<file path="config.mk">
export PLATFORM = sky130hd
export DESIGN_NAME = wb_regfile_unit_flat
export DESIGN_NICKNAME = d
export VERILOG_FILES = /design/src/rtl/wb_regfile_unit_if.sv /design/src/rtl/wb_regfile_unit.sv /design/src/flat_wrapper.sv
export SDC_FILE = /design/constraint.sdc
export NUM_CORES = 1
export LEC_CHECK = 0
export CORE_MARGIN = 2
export CORE_UTILIZATION = 45
export CTS_CLUSTER_SIZE = 16
export DETAILED_ROUTE_END_ITERATION = 7
export PLACE_DENSITY = 0.64
export SLEW_MARGIN = 20
export SYNTH_ARGS = -nofsm -noshare
export SYNTH_HDL_FRONTEND = slang
export SYNTH_SLANG_ARGS = --single-unit
</file>
<file path="constraint.sdc">
create_clock -name clk -period 2.6 [get_ports clk]
set_clock_uncertainty 0.05 [all_clocks]
set_input_delay 0.52 -clock clk [delete_from_list [all_inputs] [get_ports clk]]
set_output_delay 0.52 -clock clk [all_outputs]
set_load 0.03 [all_outputs]
</file>
<file path="src/rtl/wb_regfile_unit_if.sv">
// Writeback/register-file bus between the MEM/WB stage, decode and fetch.
// master = pipeline side driving writeback and read addresses; slave = wb_regfile_unit.
interface wb_regfile_unit_if #(
    parameter int unsigned DATA_WIDTH  = 32,
    parameter int unsigned COUNT_WIDTH = 32
);
    logic                   reg_write_enable_in;
    logic                   mem_to_reg_select_in;
    logic [DATA_WIDTH-1:0]  alu_result_in;
    logic [DATA_WIDTH-1:0]  mem_data_in;
    logic [3:0]             dest_reg_in;
    logic                   instr_valid_in;
    logic [DATA_WIDTH-1:0]  pc_plus8_in;
    logic [3:0]             rd_addr_a;
    logic [3:0]             rd_addr_b;
    logic [3:0]             rd_addr_c;
    logic [DATA_WIDTH-1:0]  rd_data_a;
    logic [DATA_WIDTH-1:0]  rd_data_b;
    logic [DATA_WIDTH-1:0]  rd_data_c;
    logic [DATA_WIDTH-1:0]  wb_data_out;
    logic [3:0]             wb_dest_out;
    logic                   wb_write_out;
    logic                   pc_write_out;
    logic [DATA_WIDTH-1:0]  pc_write_data_out;
    logic [COUNT_WIDTH-1:0] retire_count_out;

    modport master (
        output reg_write_enable_in, mem_to_reg_select_in, alu_result_in, mem_data_in,
               dest_reg_in, instr_valid_in, pc_plus8_in, rd_addr_a, rd_addr_b, rd_addr_c,
        input  rd_data_a, rd_data_b, rd_data_c, wb_data_out, wb_dest_out, wb_write_out,
               pc_write_out, pc_write_data_out, retire_count_out
    );

    modport slave (
        input  reg_write_enable_in, mem_to_reg_select_in, alu_result_in, mem_data_in,
               dest_reg_in, instr_valid_in, pc_plus8_in, rd_addr_a, rd_addr_b, rd_addr_c,
        output rd_data_a, rd_data_b, rd_data_c, wb_data_out, wb_dest_out, wb_write_out,
               pc_write_out, pc_write_data_out, retire_count_out
    );
endinterface

</file>
<file path="src/rtl/wb_regfile_unit.sv">
// Writeback stage: result mux, 16-entry ARM register file, R15 redirect pulse, retire counter.
// Optional WB_REGFILE_BYPASS_EN: same-cycle write-through on the three read ports.
module wb_regfile_unit #(
    parameter int unsigned DATA_WIDTH  = 32,
    parameter int unsigned COUNT_WIDTH = 32,
    parameter int unsigned PC_INDEX    = 15
) (
    input logic               clk,
    input logic               reset,
    wb_regfile_unit_if.slave  bus
);
    localparam logic [3:0] PC_IDX = 4'(PC_INDEX);

    logic [DATA_WIDTH-1:0]  regs [16];
    logic [DATA_WIDTH-1:0]  wb_data;
    logic                   we;
    logic                   pc_write_q;
    logic [DATA_WIDTH-1:0]  pc_data_q;
    logic [COUNT_WIDTH-1:0] count_q;
    logic [3:0]             rd_addr [3];
    logic [DATA_WIDTH-1:0]  rd_data [3];

    // Writeback select and qualified write enable (bubbles never write)
    assign wb_data = bus.mem_to_reg_select_in ? bus.mem_data_in : bus.alu_result_in;
    assign we      = bus.reg_write_enable_in & bus.instr_valid_in;

    // Register storage; the PC slot is never written since reads of it return pc_plus8_in
    always_ff @(posedge clk or negedge reset) begin
        if (!reset) begin
            for (int i = 0; i < 16; i++) regs[i] <= '0;
        end else if (we && bus.dest_reg_in != PC_IDX) begin
            regs[bus.dest_reg_in] <= wb_data;
        end
    end

    // Redirect pulse stays high across back-to-back R15 writes; target holds otherwise
    always_ff @(posedge clk or negedge reset) begin
        if (!reset) begin
            pc_write_q <= 1'b0;
            pc_data_q  <= '0;
        end else begin
            pc_write_q <= we && (bus.dest_reg_in == PC_IDX);
            if (we && bus.dest_reg_in == PC_IDX) pc_data_q <= wb_data;
        end
    end

    // Retired-instruction counter, wraps silently
    always_ff @(posedge clk or negedge reset) begin
        if (!reset)                  count_q <= '0;
        else if (bus.instr_valid_in) count_q <= count_q + COUNT_WIDTH'(1);
    end

    assign rd_addr[0] = bus.rd_addr_a;
    assign rd_addr[1] = bus.rd_addr_b;
    assign rd_addr[2] = bus.rd_addr_c;

    // Combinational read ports
    always_comb begin
        for (int i = 0; i < 3; i++) begin
            rd_data[i] = regs[rd_addr[i]];
            if (rd_addr[i] == PC_IDX) begin
                rd_data[i] = bus.pc_plus8_in;
            end
`ifdef WB_REGFILE_BYPASS_EN
            else if (we && rd_addr[i] == bus.dest_reg_in) begin
                rd_data[i] = wb_data;
            end
`endif
        end
    end

    assign bus.rd_data_a         = rd_data[0];
    assign bus.rd_data_b         = rd_data[1];
    assign bus.rd_data_c         = rd_data[2];
    assign bus.wb_data_out       = wb_data;
    assign bus.wb_dest_out       = bus.dest_reg_in;
    assign bus.wb_write_out      = we;
    assign bus.pc_write_out      = pc_write_q;
    assign bus.pc_write_data_out = pc_data_q;
    assign bus.retire_count_out  = count_q;
endmodule

</file>
<file path="src/flat_wrapper.sv">
// flat-port wrapper written by rule: the top's interface ports become plain ports
module wb_regfile_unit_flat 
#(
    parameter int unsigned DATA_WIDTH  = 32,
    parameter int unsigned COUNT_WIDTH = 32,
    parameter int unsigned PC_INDEX    = 15
)
  (clk, reset, bus_reg_write_enable_in, bus_mem_to_reg_select_in, bus_alu_result_in, bus_mem_data_in, bus_dest_reg_in, bus_instr_valid_in, bus_pc_plus8_in, bus_rd_addr_a, bus_rd_addr_b, bus_rd_addr_c, bus_rd_data_a, bus_rd_data_b, bus_rd_data_c, bus_wb_data_out, bus_wb_dest_out, bus_wb_write_out, bus_pc_write_out, bus_pc_write_data_out, bus_retire_count_out);
  wb_regfile_unit_if #(.DATA_WIDTH(DATA_WIDTH), .COUNT_WIDTH(COUNT_WIDTH)) bus_i ();
  input logic clk;
  input logic reset;
  input wire logic [$bits(bus_i.reg_write_enable_in)-1:0] bus_reg_write_enable_in;
  input wire logic [$bits(bus_i.mem_to_reg_select_in)-1:0] bus_mem_to_reg_select_in;
  input wire logic [$bits(bus_i.alu_result_in)-1:0] bus_alu_result_in;
  input wire logic [$bits(bus_i.mem_data_in)-1:0] bus_mem_data_in;
  input wire logic [$bits(bus_i.dest_reg_in)-1:0] bus_dest_reg_in;
  input wire logic [$bits(bus_i.instr_valid_in)-1:0] bus_instr_valid_in;
  input wire logic [$bits(bus_i.pc_plus8_in)-1:0] bus_pc_plus8_in;
  input wire logic [$bits(bus_i.rd_addr_a)-1:0] bus_rd_addr_a;
  input wire logic [$bits(bus_i.rd_addr_b)-1:0] bus_rd_addr_b;
  input wire logic [$bits(bus_i.rd_addr_c)-1:0] bus_rd_addr_c;
  output wire logic [$bits(bus_i.rd_data_a)-1:0] bus_rd_data_a;
  output wire logic [$bits(bus_i.rd_data_b)-1:0] bus_rd_data_b;
  output wire logic [$bits(bus_i.rd_data_c)-1:0] bus_rd_data_c;
  output wire logic [$bits(bus_i.wb_data_out)-1:0] bus_wb_data_out;
  output wire logic [$bits(bus_i.wb_dest_out)-1:0] bus_wb_dest_out;
  output wire logic [$bits(bus_i.wb_write_out)-1:0] bus_wb_write_out;
  output wire logic [$bits(bus_i.pc_write_out)-1:0] bus_pc_write_out;
  output wire logic [$bits(bus_i.pc_write_data_out)-1:0] bus_pc_write_data_out;
  output wire logic [$bits(bus_i.retire_count_out)-1:0] bus_retire_count_out;
  assign bus_i.reg_write_enable_in = bus_reg_write_enable_in;
  assign bus_i.mem_to_reg_select_in = bus_mem_to_reg_select_in;
  assign bus_i.alu_result_in = bus_alu_result_in;
  assign bus_i.mem_data_in = bus_mem_data_in;
  assign bus_i.dest_reg_in = bus_dest_reg_in;
  assign bus_i.instr_valid_in = bus_instr_valid_in;
  assign bus_i.pc_plus8_in = bus_pc_plus8_in;
  assign bus_i.rd_addr_a = bus_rd_addr_a;
  assign bus_i.rd_addr_b = bus_rd_addr_b;
  assign bus_i.rd_addr_c = bus_rd_addr_c;
  assign bus_rd_data_a = bus_i.rd_data_a;
  assign bus_rd_data_b = bus_i.rd_data_b;
  assign bus_rd_data_c = bus_i.rd_data_c;
  assign bus_wb_data_out = bus_i.wb_data_out;
  assign bus_wb_dest_out = bus_i.wb_dest_out;
  assign bus_wb_write_out = bus_i.wb_write_out;
  assign bus_pc_write_out = bus_i.pc_write_out;
  assign bus_pc_write_data_out = bus_i.pc_write_data_out;
  assign bus_retire_count_out = bus_i.retire_count_out;
  wb_regfile_unit #(.DATA_WIDTH(DATA_WIDTH), .COUNT_WIDTH(COUNT_WIDTH), .PC_INDEX(PC_INDEX)) u_core (.clk(clk), .reset(reset), .bus(bus_i));
endmodule
</file>
* Yosys cells after proc, flatten, opt, wreduce, memory -nomap -nowiden
Index checks and enable logic that the tools add are counted.
** Operators by class
- $add $sub $neg :: 1
- Order comparisons :: 5
- Eq/ne operators :: 5
- Muxes and demuxes :: 16
- Bitwise operators :: 5
- Reduce and logical (&&, ||, !) cells :: 3
** Operator list (count)
- bitwise mux 512 bit :: 1
- binary-select mux 32 bit (select 4 bit) :: 3
- two-way mux 32 bit :: 11
- demux 32 bit (select 4 bit) :: 1
- adder 32 x 1 -> 32 bit (second input constant) :: 1
- >= comparator 5 bit (second input constant) :: 4
- NOT 4 -> 5 bit :: 4
- equality test 4 bit (second input constant) :: 4
- less-than comparator 5 x 1 -> 1 bit (second input constant) :: 1
- != test 4 bit (second input constant) :: 1
- logical AND 1 bit :: 3
- AND 1 bit :: 1
** Word-level totals
- Flip-flop bits (word level) :: 577
- Input port bits :: 117
- Output and inout bits :: 198
- Logic and storage cells :: 54

* Longest topological paths before layout
- Word-level depth :: 6
- Mapped depth :: 7
- Depth with buffers taken out :: 5

* Least setup slack after synthesis
OpenSTA, ideal clock, no wires.
- Path type :: input -> output
- Start :: in bus_rd_addr_a[1]
- End :: out bus_rd_data_a[25]
- Arrival :: 2.161 ns
- Required time :: 2.030 ns
- Setup slack :: -0.131 ns
- Stages :: 7
- Path buffers :: 4
- Cell sequence :: clkbuf_1 > buf_2 > buf_2 > buf_4 > mux4_2 > mux2i_1 > o21ai_0
** On the way
- Cells in the longest elaborated chain, start to end :: 5
- Elaborated cells between the ends (all ways) :: 6
- Those cells by class :: 1 x eq/ne; 4 x mux; 1 x bitwise
** RTL lines
- start, declared :: RTL line flat_wrapper.sv:19 : input wire logic [$bits(bus_i.rd_addr_a)-1:0] bus_rd_addr_a;
- NOT 4 -> 5 bit (not written as such) :: RTL line wb_regfile_unit.sv:60 : rd_data[i] = regs[rd_addr[i]];
- binary-select mux 32 bit (select 4 bit) :: RTL line wb_regfile_unit.sv:60
- two-way mux 32 bit (not written as such) (2 in series) :: RTL line wb_regfile_unit.sv:60
- two-way mux 32 bit * :: RTL line wb_regfile_unit.sv:61 : if (rd_addr[i] == PC_IDX) begin
- end, declared :: RTL line flat_wrapper.sv:22 : output wire logic [$bits(bus_i.rd_data_a)-1:0] bus_rd_data_a;
Mark *: on every way between the ends. The rest lies on a longest branch, timed or not. The select of a mux whose other input is x is not followed.

* Final worst setup path
- Start :: reg u_core.regs[422] (netlist bit)
- End :: out bus_rd_data_b[6]
** On the way
- Cells in the longest elaborated chain, start to end :: 4
** RTL lines
- start, declared :: RTL line wb_regfile_unit.sv:14 : logic [DATA_WIDTH-1:0] regs [16];
- start signal, assigned by index :: RTL line wb_regfile_unit.sv:32 : regs[bus.dest_reg_in] <= wb_data;
- binary-select mux 32 bit (select 4 bit) :: RTL line wb_regfile_unit.sv:60
- two-way mux 32 bit (not written as such) (2 in series) :: RTL line wb_regfile_unit.sv:60
- two-way mux 32 bit :: RTL line wb_regfile_unit.sv:61
- end, declared :: RTL line flat_wrapper.sv:23 : output wire logic [$bits(bus_i.rd_data_b)-1:0] bus_rd_data_b;
No other way between the ends. The select of a mux whose other input is x is not followed.

==> reports/metrics.csv <==
metric,value,unit
Worst Setup SP,u_core.regs[422]$_DFFE_PN0P_,
vias in the first global route,27948,
row cnt,97,
post-synthesis xor/xnor area fraction,0.847,%
Layout area overhead,33.3,%
Mapped Cells,2881,
"area leader, netlist",dfrtp_1,
RePlAce Congestion,0.903,
via count,27314,
maximum vdd drop,0.000565,V
Compound-Gate Fraction of Synth Area,13.0,%
die width,271,um
most frequent cell after synthesis,dfrtp_1,
dominant combinational cell family by area after synthesis,multiplexers,
post-synthesis mux area share,29.9,%
failing checks,negative setup slack,
core box area,70300,um^2
post-synthesis average cell area,11.1,um^2
Slew headroom,65.6,%
DP Area,38200,um^2
"Worst Path Class, Setup",reg -> out,
outcome,"complete, but fails checks",
final core utilization,60.8,%
PortBufs,314,
Synth Register Bits,545,
DRC,0,
"Distinct cells, synth",41,
Die Area,73400,um^2
H-Tree Depth,3,
Critical Path Source Type,register,
clock tree root buffer cell,clkbuf_16,
Final ANT Viol Nets,0,
ys async rst share,100,%
Starting Density,45.6,%
cell area power density,767,nW/um^2
worst skew pair latency,0.60,ns
FF-to-FF End,u_core.bus.retire_count_out[28]$_DFFE_PN0P_,
Setup WS pre-CTS,-0.315,ns
Synth Warn #,0,
final instance area,42700,um^2
worst hold path type,in -> async,
Critical R2R Launch,u_core.bus.retire_count_out[0]$_DFFE_PN0P_,
Slew Limit Fails,0,
dpl hpwl,71000,um
Total GRT Usage,30.4,%
Max Fclk,362,MHz
period utilisation layout,106,%
Post-Synth Simple-Gate Area,9.32,%
initial antenna violation count,2,
syn_nets,2999,
detailed router's first-iteration violation count,2745,
final setup vio count,78,
first-pass GRT wire length,170000,um
final WL,113000,um
path depth of the worst reg2reg path,5,
Leak,17.8,nW
Adder-Cell Fraction of Synth Area,0.0390,%
Filler Cell Count,5441,
DRT Pass-1 Iters,6,
Max clock buf depth,3,
# IOs,315,
"Seq/Total Area, Yosys",42.6,%
clk sinks,545,
WL/cell,26.2,um
endpoints failing hold,0,
"top cells by count, synth","dfrtp_1, a21oi_1, nor2_1",
synth top area cells,"dfrtp_1, mux4_2, a21oi_1",
min setup slack post-route,-0.163,ns
TritonCTS clock tree,yes,
post-layout min period,2.76,ns
Critical Path AT,2.19,ns
"Remaining Overflow, GRT",0,
Vias per Instance,6.36,
CP endpoint kind,output port,
worst endpoint required time,2.03,ns
Post-synth EDFFs,0,
Mapped Area,32000,um^2
slew at the pin closest to its max-slew limit,0.517,ns
largest net degree at the start of global routing,91,
die height,271,um
max cap viols,0,
RSZ-0062 raised after global routing,yes,
Power Total,32.8,mW
Post-synth top flop,dfrtp_1,
share of layout cells above drive strength 1,34.8,%
total CTS buffers,66,
Reg2Reg Setup Slack,0.81,ns
NumNets Final,3425,
CP endpoint,bus_rd_data_b[6],
Synth top area share,42.6,%
clock slew at reported path FFs,0.06,ns
CP Max Fanout,4,
[stage by stage]
| stage | instances | setup TNS [ns] | hold slack [ns] |
|---|---|---|---|
| after floorplan | 2881 | 0 | 0.174 |
| after global placement | 4112 | -9.65 | 0.410 |
| after detailed placement | 4112 | -10.75 | 0.422 |
| after CTS | 4269 | -5.81 | 0.378 |
| after global routing | 4296 | -9.86 | 0.400 |
| final | 4296 | -5.41 | 0.373 |
[per-layer routing]
layer,wire length [um],up-vias,global-route usage [%]
li1,-,11546,-
met1,43400,13848,40.5
met2,54300,1608,49.0
met3,10300,312,6.28
met4,4670,0,12.0
met5,0,-,0
[placed cells by master, fill, tap and decap left out, types with 39 or more instances in the layout]
cell type and count:
dfrtp_1 544, o21ai_0 186, mux2i_1 98, nor2_1 383, a21oi_1 375, buf_12 96
buf_4 257, mux4_2 352, a21oi_2 40, buf_6 71, nand2_1 173, a211oi_2 55
nor2b_4 39, clkbuf_16 69, clkdlybuf4s50_1 185
[worst min path at each step]
| stage | from | endpoint | slack (ns) | cells after the start |
|---|---|---|---|---|
| after floorplan | reset | u_core.bus.pc_write_data_out[0]$_DFFE_PN0P_ | 0.17 | 0 |
| after global placement | u_core.bus.retire_count_out[31]$_DFFE_PN0P_ | u_core.bus.retire_count_out[31]$_DFFE_PN0P_ | 0.41 | 1 |
| after detailed placement | reset | u_core.regs[329]$_DFFE_PN0P_ | 0.42 | 1 |
| after CTS | reset | u_core.regs[329]$_DFFE_PN0P_ | 0.38 | 2 |
| after global routing | reset | u_core.regs[326]$_DFFE_PN0P_ | 0.40 | 2 |
| final | reset | u_core.regs[265]$_DFFE_PN0P_ | 0.37 | 2 |
[flip-flops by register name (all words and copies together) (netlist names)]
name / count
u_core.bus.retire_count_out: 32
u_core.bus.pc_write_out: 1
u_core.bus.pc_write_data_out: 32
u_core.regs: 480
[report_power, final]
group          total [mW]  switching, mW  internal, mW
clock network        9.59           3.85          5.74
registers            12.3           1.95          10.4
logic                10.9           5.11          5.75
[layout make-up]
type	count	area, um^2	area share [%]
Multi-Input combinational cell	2011	18200	42.6
Clock buffer	87	1850	4.34
Inverter	35	131	0.308
Sequential cell	545	13600	31.9
Antenna cell	1	2.50	0.00586
Timing Repair Buffer	648	7330	17.2
Clock inverter	29	372	0.870
Tap cell	940	1180	2.75
[cell families after synthesis]
kind of cell | after synthesis
AOI/OAI and AO/OA | 768
and+or+nand+nor | 698
DFF | 545
muxes | 513
buffers and inverters | 325
xor gates and xnor gates | 31
adders and majority gates | 1
[repair_timing]
action,in CTS,in global routing
endpoints found under the setup margin,95,98
hold buffers,1,0
endpoints found under the hold margin,29,0
cloned,11,1
pin swaps,58,26
gates resized for setup,276,82
setup buffers,30,25
[critical path, cell delays in order, from the launching register on]
cell      delay (ns)
dfrtp_1         0.42
mux4_2          0.47
nor2b_1         0.14
a211oi_1        0.25
a21oi_1         0.09
buf_4           0.20
(Power assumes the default switching activity.)
